$ cat src/rtl/eth_rx_frame_ctrl.sv
// Serial Ethernet receive controller: preamble/SFD hunt, header and payload capture,
// and FCS check with a serial CRC-32. Every frame ends in one frame_done or one err pulse.
module eth_rx_frame_ctrl #(
  parameter int MAX_LEN_BYTES     = 1500,
  parameter int MIN_PAYLOAD_BYTES = 46,
  parameter int PREAMBLE_BYTES    = 7
) (
  input  logic        clk,
  input  logic        rst_n,
  input  logic        bit_valid,
  input  logic        bit_in,
  output logic        busy,
  output logic [47:0] dst_mac,
  output logic [47:0] src_mac,
  output logic [15:0] frame_len,
  output logic        hdr_valid,
  output logic [7:0]  pay_data,
  output logic        pay_valid,
  output logic        frame_done,
  output logic        crc_ok,
  output logic        err,
  output logic [1:0]  err_code
);

  // state   | meaning
  // HUNT    | sliding search for preamble + SFD
  // DST     | 48-bit destination MAC
  // SRC     | 48-bit source MAC
  // LEN     | 16-bit length field, validated on its last bit
  // PAYLOAD | real payload bytes, strobed on pay_valid
  // PAD     | pad bytes up to the minimum payload, CRC only
  // FCS     | 32-bit frame check sequence
  typedef enum logic [2:0] {HUNT, DST, SRC, LEN, PAYLOAD, PAD, FCS} state_t;

  localparam int          SFD_BITS  = (PREAMBLE_BYTES + 1) * 8;
  localparam logic [SFD_BITS-1:0] SFD = {{PREAMBLE_BYTES{8'hAA}}, 8'hAB};
  localparam logic [31:0] CRC_POLY  = 32'h04C1_1DB7;
  localparam logic [31:0] CRC_INIT  = 32'hFFFF_FFFF;
  localparam logic [31:0] CRC_RESID = 32'hC704_DD7B;
  localparam logic [15:0] MAX_LEN   = 16'(MAX_LEN_BYTES);
  localparam logic [15:0] MIN_PAY   = 16'(MIN_PAYLOAD_BYTES);
  localparam logic [15:0] TYPE_MIN  = 16'h0600;

  state_t      state;
  logic [63:0] sr;
  logic [31:0] crc;
  logic [2:0]  bit_cnt;
  logic [10:0] byte_cnt;
  logic [10:0] pad_bytes;
  logic [14:0] len_sr;
  logic [6:0]  byte_sr;

  logic [63:0] sr_next;
  logic [31:0] crc_next;
  logic [15:0] len_next;
  logic [15:0] pad_calc;
  logic        sfd_hit;
  logic        byte_end;
  logic        field_end;
  logic        len_bad;
  logic        len_type;

  always_comb begin
    sr_next   = {sr[62:0], bit_in};
    crc_next  = {crc[30:0], 1'b0} ^ ({32{crc[31] ^ bit_in}} & CRC_POLY);
    len_next  = {len_sr, bit_in};
    pad_calc  = (len_next < MIN_PAY) ? (MIN_PAY - len_next) : 16'd0;
    sfd_hit   = (sr_next[SFD_BITS-1:0] == SFD);
    byte_end  = (bit_cnt == 3'd7);
    field_end = byte_end && (byte_cnt == 11'd0);
    len_type  = (len_next >= TYPE_MIN);
    len_bad   = (len_next == 16'd0) || ((len_next > MAX_LEN) && !len_type);
  end

  always_ff @(posedge clk or negedge rst_n) begin
    if (!rst_n) begin
      state      <= HUNT;
      sr         <= '0;
      crc        <= CRC_INIT;
      bit_cnt    <= '0;
      byte_cnt   <= '0;
      pad_bytes  <= '0;
      len_sr     <= '0;
      byte_sr    <= '0;
      busy       <= 1'b0;
      dst_mac    <= '0;
      src_mac    <= '0;
      frame_len  <= '0;
      hdr_valid  <= 1'b0;
      pay_data   <= '0;
      pay_valid  <= 1'b0;
      frame_done <= 1'b0;
      crc_ok     <= 1'b0;
      err        <= 1'b0;
      err_code   <= '0;
    end else begin
      pay_valid  <= 1'b0;
      frame_done <= 1'b0;
      err        <= 1'b0;
      if (bit_valid) begin
        // byte_cnt is a per-field down-counter; field transitions below reload it
        if (state != HUNT) begin
          crc     <= crc_next;
          bit_cnt <= bit_cnt + 3'd1;
          if (byte_end && byte_cnt != 11'd0) byte_cnt <= byte_cnt - 11'd1;
        end
        case (state)
          HUNT: begin
            sr <= sr_next;
            if (sfd_hit) begin
              state     <= DST;
              sr        <= '0;
              busy      <= 1'b1;
              hdr_valid <= 1'b0;
              crc       <= CRC_INIT;
              bit_cnt   <= '0;
              byte_cnt  <= 11'd5;
            end
          end
          DST: begin
            dst_mac <= {dst_mac[46:0], bit_in};
            if (field_end) begin
              state    <= SRC;
              byte_cnt <= 11'd5;
            end
          end
          SRC: begin
            src_mac <= {src_mac[46:0], bit_in};
            if (field_end) begin
              state    <= LEN;
              byte_cnt <= 11'd1;
            end
          end
          LEN: begin
            len_sr <= len_next[14:0];
            if (field_end) begin
              frame_len <= len_next;
              hdr_valid <= 1'b1;
              if (len_bad || len_type) begin
                state    <= HUNT;
                busy     <= 1'b0;
                err      <= 1'b1;
                err_code <= len_type ? 2'd2 : 2'd1;
              end else begin
                state     <= PAYLOAD;
                byte_cnt  <= len_next[10:0] - 11'd1;
                pad_bytes <= pad_calc[10:0];
              end
            end
          end
          PAYLOAD: begin
            byte_sr <= {byte_sr[5:0], bit_in};
            if (byte_end) begin
              pay_data  <= {byte_sr, bit_in};
              pay_valid <= 1'b1;
              if (byte_cnt == 11'd0) begin
                if (pad_bytes != 11'd0) begin
                  state    <= PAD;
                  byte_cnt <= pad_bytes - 11'd1;
                end else begin
                  state    <= FCS;
                  byte_cnt <= 11'd3;
                end
              end
            end
          end
          PAD: begin
            if (field_end) begin
              state    <= FCS;
              byte_cnt <= 11'd3;
            end
          end
          FCS: begin
            if (field_end) begin
              state      <= HUNT;
              busy       <= 1'b0;
              frame_done <= 1'b1;
              crc_ok     <= (crc_next == CRC_RESID);
            end
          end
          default: state <= HUNT;
        endcase
      end
    end
  end

endmodule
$ cat config.mk
export PLATFORM = sky130hd
export DESIGN_NAME = eth_rx_frame_ctrl
export DESIGN_NICKNAME = d
export VERILOG_FILES = /design/src/rtl/eth_rx_frame_ctrl.sv
export SDC_FILE = /design/constraint.sdc
export NUM_CORES = 1
export LEC_CHECK = 0
export BUFFER_PORTS_ARGS = -buffer_cell sky130_fd_sc_hd__buf_2
export CAP_MARGIN = 5
export CORE_UTILIZATION = 53
export CTS_BUF_LIST = sky130_fd_sc_hd__clkbuf_8 sky130_fd_sc_hd__clkbuf_16
export DETAILED_ROUTE_END_ITERATION = 10
export GPL_TIMING_DRIVEN = 0
export PLACE_DENSITY = 0.76
export SYNTH_ARGS = -nofsm -noshare
export SYNTH_HDL_FRONTEND = slang
export SYNTH_SLANG_ARGS = --single-unit
$ cat constraint.sdc
create_clock -name clk -period 3 [get_ports clk]
set_clock_uncertainty 0.15 [all_clocks]
set_input_delay 0.15 -clock clk [delete_from_list [all_inputs] [get_ports clk]]
set_output_delay 0.15 -clock clk [all_outputs]
set_load 0.05 [all_outputs]
# --- After elaboration in Yosys (flattened, before gate mapping) ---
# Index checks and enable logic that the tools add are counted.
classes:
  bitwise: 3
  add_sub_neg: 5
  n_reduce_logical: 27
  n_lt_le_gt_ge: 3
  mux: 50
  n_eq_ne: 18
op_table:
  columns: ["operator", "count"]
  rows:
  - ["2-to-1 mux 11 bit", 12]
  - ["2-to-1 mux 32 bit", 3]
  - ["case mux 11 bit (6 select lines)", 1]
  - ["equality test 64 bit (second input constant)", 1]
  - ["2-to-1 mux 63 bit", 1]
  - ["2-to-1 mux 3 bit", 12]
  - ["subtractor 11 x 1 -> 11 bit (second input constant)", 3]
  - ["equality test 32 bit (second input constant)", 1]
  - ["bitwise XOR 32 x 27 -> 32 bit", 1]
  - ["nonzero test 11 bit", 2]
  - ["case mux 3 bit (7 select lines)", 1]
  - ["inequality test 2 bit (second input constant)", 9]
  - [">= comparator 16 x 11 -> 1 bit (second input constant)", 1]
  - ["greater-than comparator 16 x 11 -> 1 bit (second input constant)", 1]
  - ["zero test 16 bit", 1]
  - ["< comparator 16 x 6 -> 1 bit (second input constant)", 1]
  - ["2-to-1 mux 1 bit", 16]
  - ["equality test 3 bit (second input constant)", 4]
  - ["AND reduction 4 bit", 3]
  - ["zero test 11 bit", 1]
  - ["subtractor 6 x 11 -> 11 bit (first input constant)", 1]
  - ["AND reduction 2 bit", 5]
  - ["AND reduction 3 bit", 3]
  - ["AND reduction 9 bit", 1]
  - ["other kinds (15)", 21]
totals:
  reg_bits: 273
  inputBits: 4
  word_cells: 125
  output_inout_bits: 128

# --- Longest topological paths before layout ---
logic_depth:
  ltp_word: 9
  depth_mapped: 10
  depth_no_buf: 8

# --- Worst setup path after synthesis ---
# No wires, ideal clock.
synth_timing:
  path_kind: "register -> register"
  startpoint: "register len_sr[0]"
  endpoint: "register byte_cnt[7]"
  path_slack_ns: 0.167
  synth_period_minus_slack_ns: 2.833
  t_arrival_ns: 2.617
  required_ns: 2.784
  path_buffers: 1
  stages_incl_launch_ff: 10
  setup_time_ns: 0.066
  path_cell_list: "dfrtp_1 inv_1 ha_1 or4b_4 or4_4 and3b_4 buf_6 a221oi_4 a21boi_1 o32a_1"
synth_via:
  elab_chain_len: 8
synth_lines:
  columns: ["element", "line_no", "text"]
  rows:
  - ["start: declaration", "50", "logic [14:0] len_sr;"]
  - ["start signal: assignment", "135", "len_sr <= len_next[14:0];"]
  - [">= comparator 16 x 11 -> 1 bit", "71", "len_type = (len_next >= TYPE_MIN);"]
  - ["zero test 1 bit", "72", "len_bad = (len_next == 16'd0) || ((len_next > MAX_LEN) && !len_type);"]
  - ["logical AND 1 bit", "72", null]
  - ["logical OR 1 bit", "72", null]
  - ["logical OR 1 bit", "139", "if (len_bad || len_type) begin"]
  - ["2-to-1 mux 11 bit (*)", "139", null]
  - ["2-to-1 mux 11 bit (*)", "136", "if (field_end) begin"]
  - ["case mux 11 bit (6 select lines) (*)", "107", "case (state)"]
  - ["end signal: assignment", "105", "if (byte_end && byte_cnt != 11'd0) byte_cnt <= byte_cnt - 11'd1;"]
  - ["end signal: assignment", "146", "byte_cnt <= len_next[10:0] - 11'd1;"]
  - ["end signal: assignment", "159", "byte_cnt <= pad_bytes - 11'd1;"]
  - ["end: declaration", "48", "logic [10:0] byte_cnt;"]
# Every way passes the cells marked *; elsewhere a longest branch is shown, timed or not.
# A chain may end at the register's enable or synchronous reset.

# --- Worst setup path in the final report ---
# Ends and elaborated chain as after synthesis.

==> run summary <==
register area: 6870 µm²
average wire per standard cell: 17.3 µm
f_max: 0.346 GHz
Chip Height: 153 µm
min cycle time layout: 2.89 ns
first-pass GRT wire length: 45,500 µm
H-Tree Depth: 1
worst skew pair latency: 0.56 ns
Area after DPL: 13,200 µm²
starting density of the core: 53.8%
fillers: 1,772
io pins: 132
CP Data Arrival Time: 3.24 ns
VDD IR max: 958 µV
final setup fails: 0
Hold Vio Cnt, Final: 0
CTS buffer count: 29
M1 GR Usage: 33.1%
CTS Root Cell: clkbuf_16
commonest non-fill, non-tap cell in the layout: dfrtp_1
# nets final: 1,283
maximum clock path buffer count: 3
Yosys reg bits: 273
synthesized area: 12,200 µm²
TritonCTS clock tree: built
Site Rows: 55
worst path required time: 3.34 ns
WS Path Type: reg -> reg
EDFF count, synth: 0
Lkg Pwr: 7.08 nW
largest net degree at the start of global routing: 103
CP Max Fanout: 7
startpoint types: flop
DP HPWL: 18,200 µm
clock slew at reported path FFs: 0.06 ns
status: finished clean
Final period util: 96.4%
share of post-route cells with drive strength above 1: 29.5%
Rel. slew slack: 53.8%
Seq/Total Area, Yosys: 56.6%
met2 usage: 36.9%
most frequent cells in the layout: dfrtp_1, nand2_1, buf_2, mux2_2, o21ai_0
Layout area overhead: 18.7%
setup TNS: 0 ns
Core Area: 22,600 µm²
DIE WIDTH: 153 µm
diode count: 0
Critical Path Sink Type: flop
DRT Pass-1 Iters: 5
initial antenna violation count: 0
grt peak-use layer: met2
Multi-input gate area: 5030 µm²
total grt overflow: 0
Power Dens Cells: 688 nW/µm²
routed vias: 9,056
post-synthesis average cell area: 11.0 µm²
RSZ-0062 raised after global routing: false
vias in the first global route: 8,930
Cells after Synth: 1,102
Least-Margin Pin Slew: 0.685 ns
final wirelength: 27,400 µm
Sink Count: 273
Max-Cap Viols: 0
met3 usage: 4.96%
worst hold path class: in -> async
DRC: 0
via density per instance: 5.74
Post-Syn Nets: 1,114
Synth Flop Type: dfrtp_1
Async S/R FF share, synth: 100%
Final Max Slew Viols: 0
yosys warns: 0
Final Cell Area: 14,400 µm²
die area: 23,500 µm²
IO Port Bufs: 130
routability cong.: 0.849
Worst R2R Path Depth: 9
Starting DRT DRC Count: 562
number of distinct library cells after synthesis: 72
Routed Antenna Nets: 0
total track usage: 23.5%
## stage by stage
step / hold slack, ns / total power [W] / setup slack (ns) / instances / utilization (%)
4_1_cts: 0.00462 / 0.00999 / 0.00896 / 1578 / 63.6
6_report: 0.0196 / 0.00993 / 0.107 / 1578 / 63.9
3_3_place_gp: 0.301 / 0.00609 / -3.27 / 1517 / 58.3
2_1_floorplan: -0.296 / 0.00568 / 0.167 / 1102 / -
3_5_place_dp: 0.0396 / 0.00614 / -0.215 / 1519 / 58.6
5_1_grt: 0.0338 / 0.0103 / 0.0173 / 1578 / 63.9
## final timing paths
path                                      end  slack (ns)           from
worst max register to register    byte_cnt[7]        0.11      len_sr[0]
worst min register to register  frame_len[10]        0.32  frame_len[10]
min in group clk                     state[1]        0.04      bit_valid
worst min-delay path                   sr[28]        0.02          rst_n
worst max-delay path              byte_cnt[7]        0.11      len_sr[0]
max in group asynchronous             crc[21]        1.37          rst_n
## routing by layer
| layer | wire (µm) | part of all wire [%] | vias up |
|---|---|---|---|
| met5 | 0 | 0 | - |
| met4 | 578 | 2.1 | 0 |
| met3 | 1740 | 6.4 | 64 |
| met2 | 12900 | 47 | 282 |
| met1 | 12200 | 44 | 4492 |
| li1 | - | - | 4218 |
## registers in the layout (all words and copies together), names as in the netlist
register and cells:
sr 63, dst_mac 48, src_mac 48, crc 32, frame_len 16, len_sr 15, byte_cnt 11, pad_bytes 11
pay_data 8, byte_sr 7, bit_cnt 3, state 3, err_code 2, busy 1, crc_ok 1, err 1
frame_done 1, hdr_valid 1, pay_valid 1
## logic make-up after synthesis
logic type	Yosys count	synth area share (%)
buffers and inverters	80	2.81
flip-flops	273	56.6
XOR/XNOR	33	2.38
multiplexers	123	11.4
AND/OR/NAND/NOR	415	16.8
adder cells (fa/ha/maj)	8	0.824
AO/OA/AOI/OAI	170	9.29
## Yosys cell counts, types with 4 or more instances
master	n	area (µm²)
nor2b_1	4	25.0
o22a_1	18	158
nor4bb_1	24	240
a211oi_1	5	37.5
nor3_1	13	65.1
xnor2_1	19	166
nor2_1	39	146
xor2_1	14	123
and2_1	4	25.0
nand3b_1	4	30.0
inv_1	19	71.3
a21oi_1	28	140
nor4_1	12	75.1
o21ai_0	65	325
nand2b_1	5	31.3
buf_2	5	25.0
buf_1	6	22.5
clkbuf_1	45	169
or2_2	4	25.0
nand2_1	238	893
nand3_1	20	100
dfrtp_1	241	6030
nand4_1	20	125
dfstp_2	32	841
mux2_2	122	1370
o31ai_1	7	52.6
ha_1	8	100
a31oi_1	4	25.0
nor4b_1	4	35.0
## power breakdown
group          switching (W)  leakage [nW]  internal (W)
combinational        0.00106          2.95      0.000540
clock                0.00148         0.530       0.00235
sequential          0.000332          3.60       0.00417
total                0.00287          7.08       0.00706
## final cells by class
cell class              count  area share (%)
plain buffers              60            1.89
well taps                 285            2.47
repair buffers            138            5.36
clock inverters            18            1.61
flip-flops and latches    273            47.7
inverters                  20           0.521
multi-input cells         749            34.9
clock buffers              35            5.61
## repair_timing
item,CTS,global route
hold buffers,5,0
pin swaps,1,2
gates resized for setup,9,15
setup endpoints to repair,68,61
hold endpoints to repair,91,0
setup buffers,1,0
## critical path: stages (launching register included)
cell      delay [ns]
dfrtp_2         0.41
inv_2           0.09
ha_4            0.15
or4b_4          0.50
or4_4           0.46
and3b_4         0.21
buf_6           0.13
a221oi_4        0.37
a21boi_2        0.22
o32a_1          0.13
(Power assumes the default switching activity.)
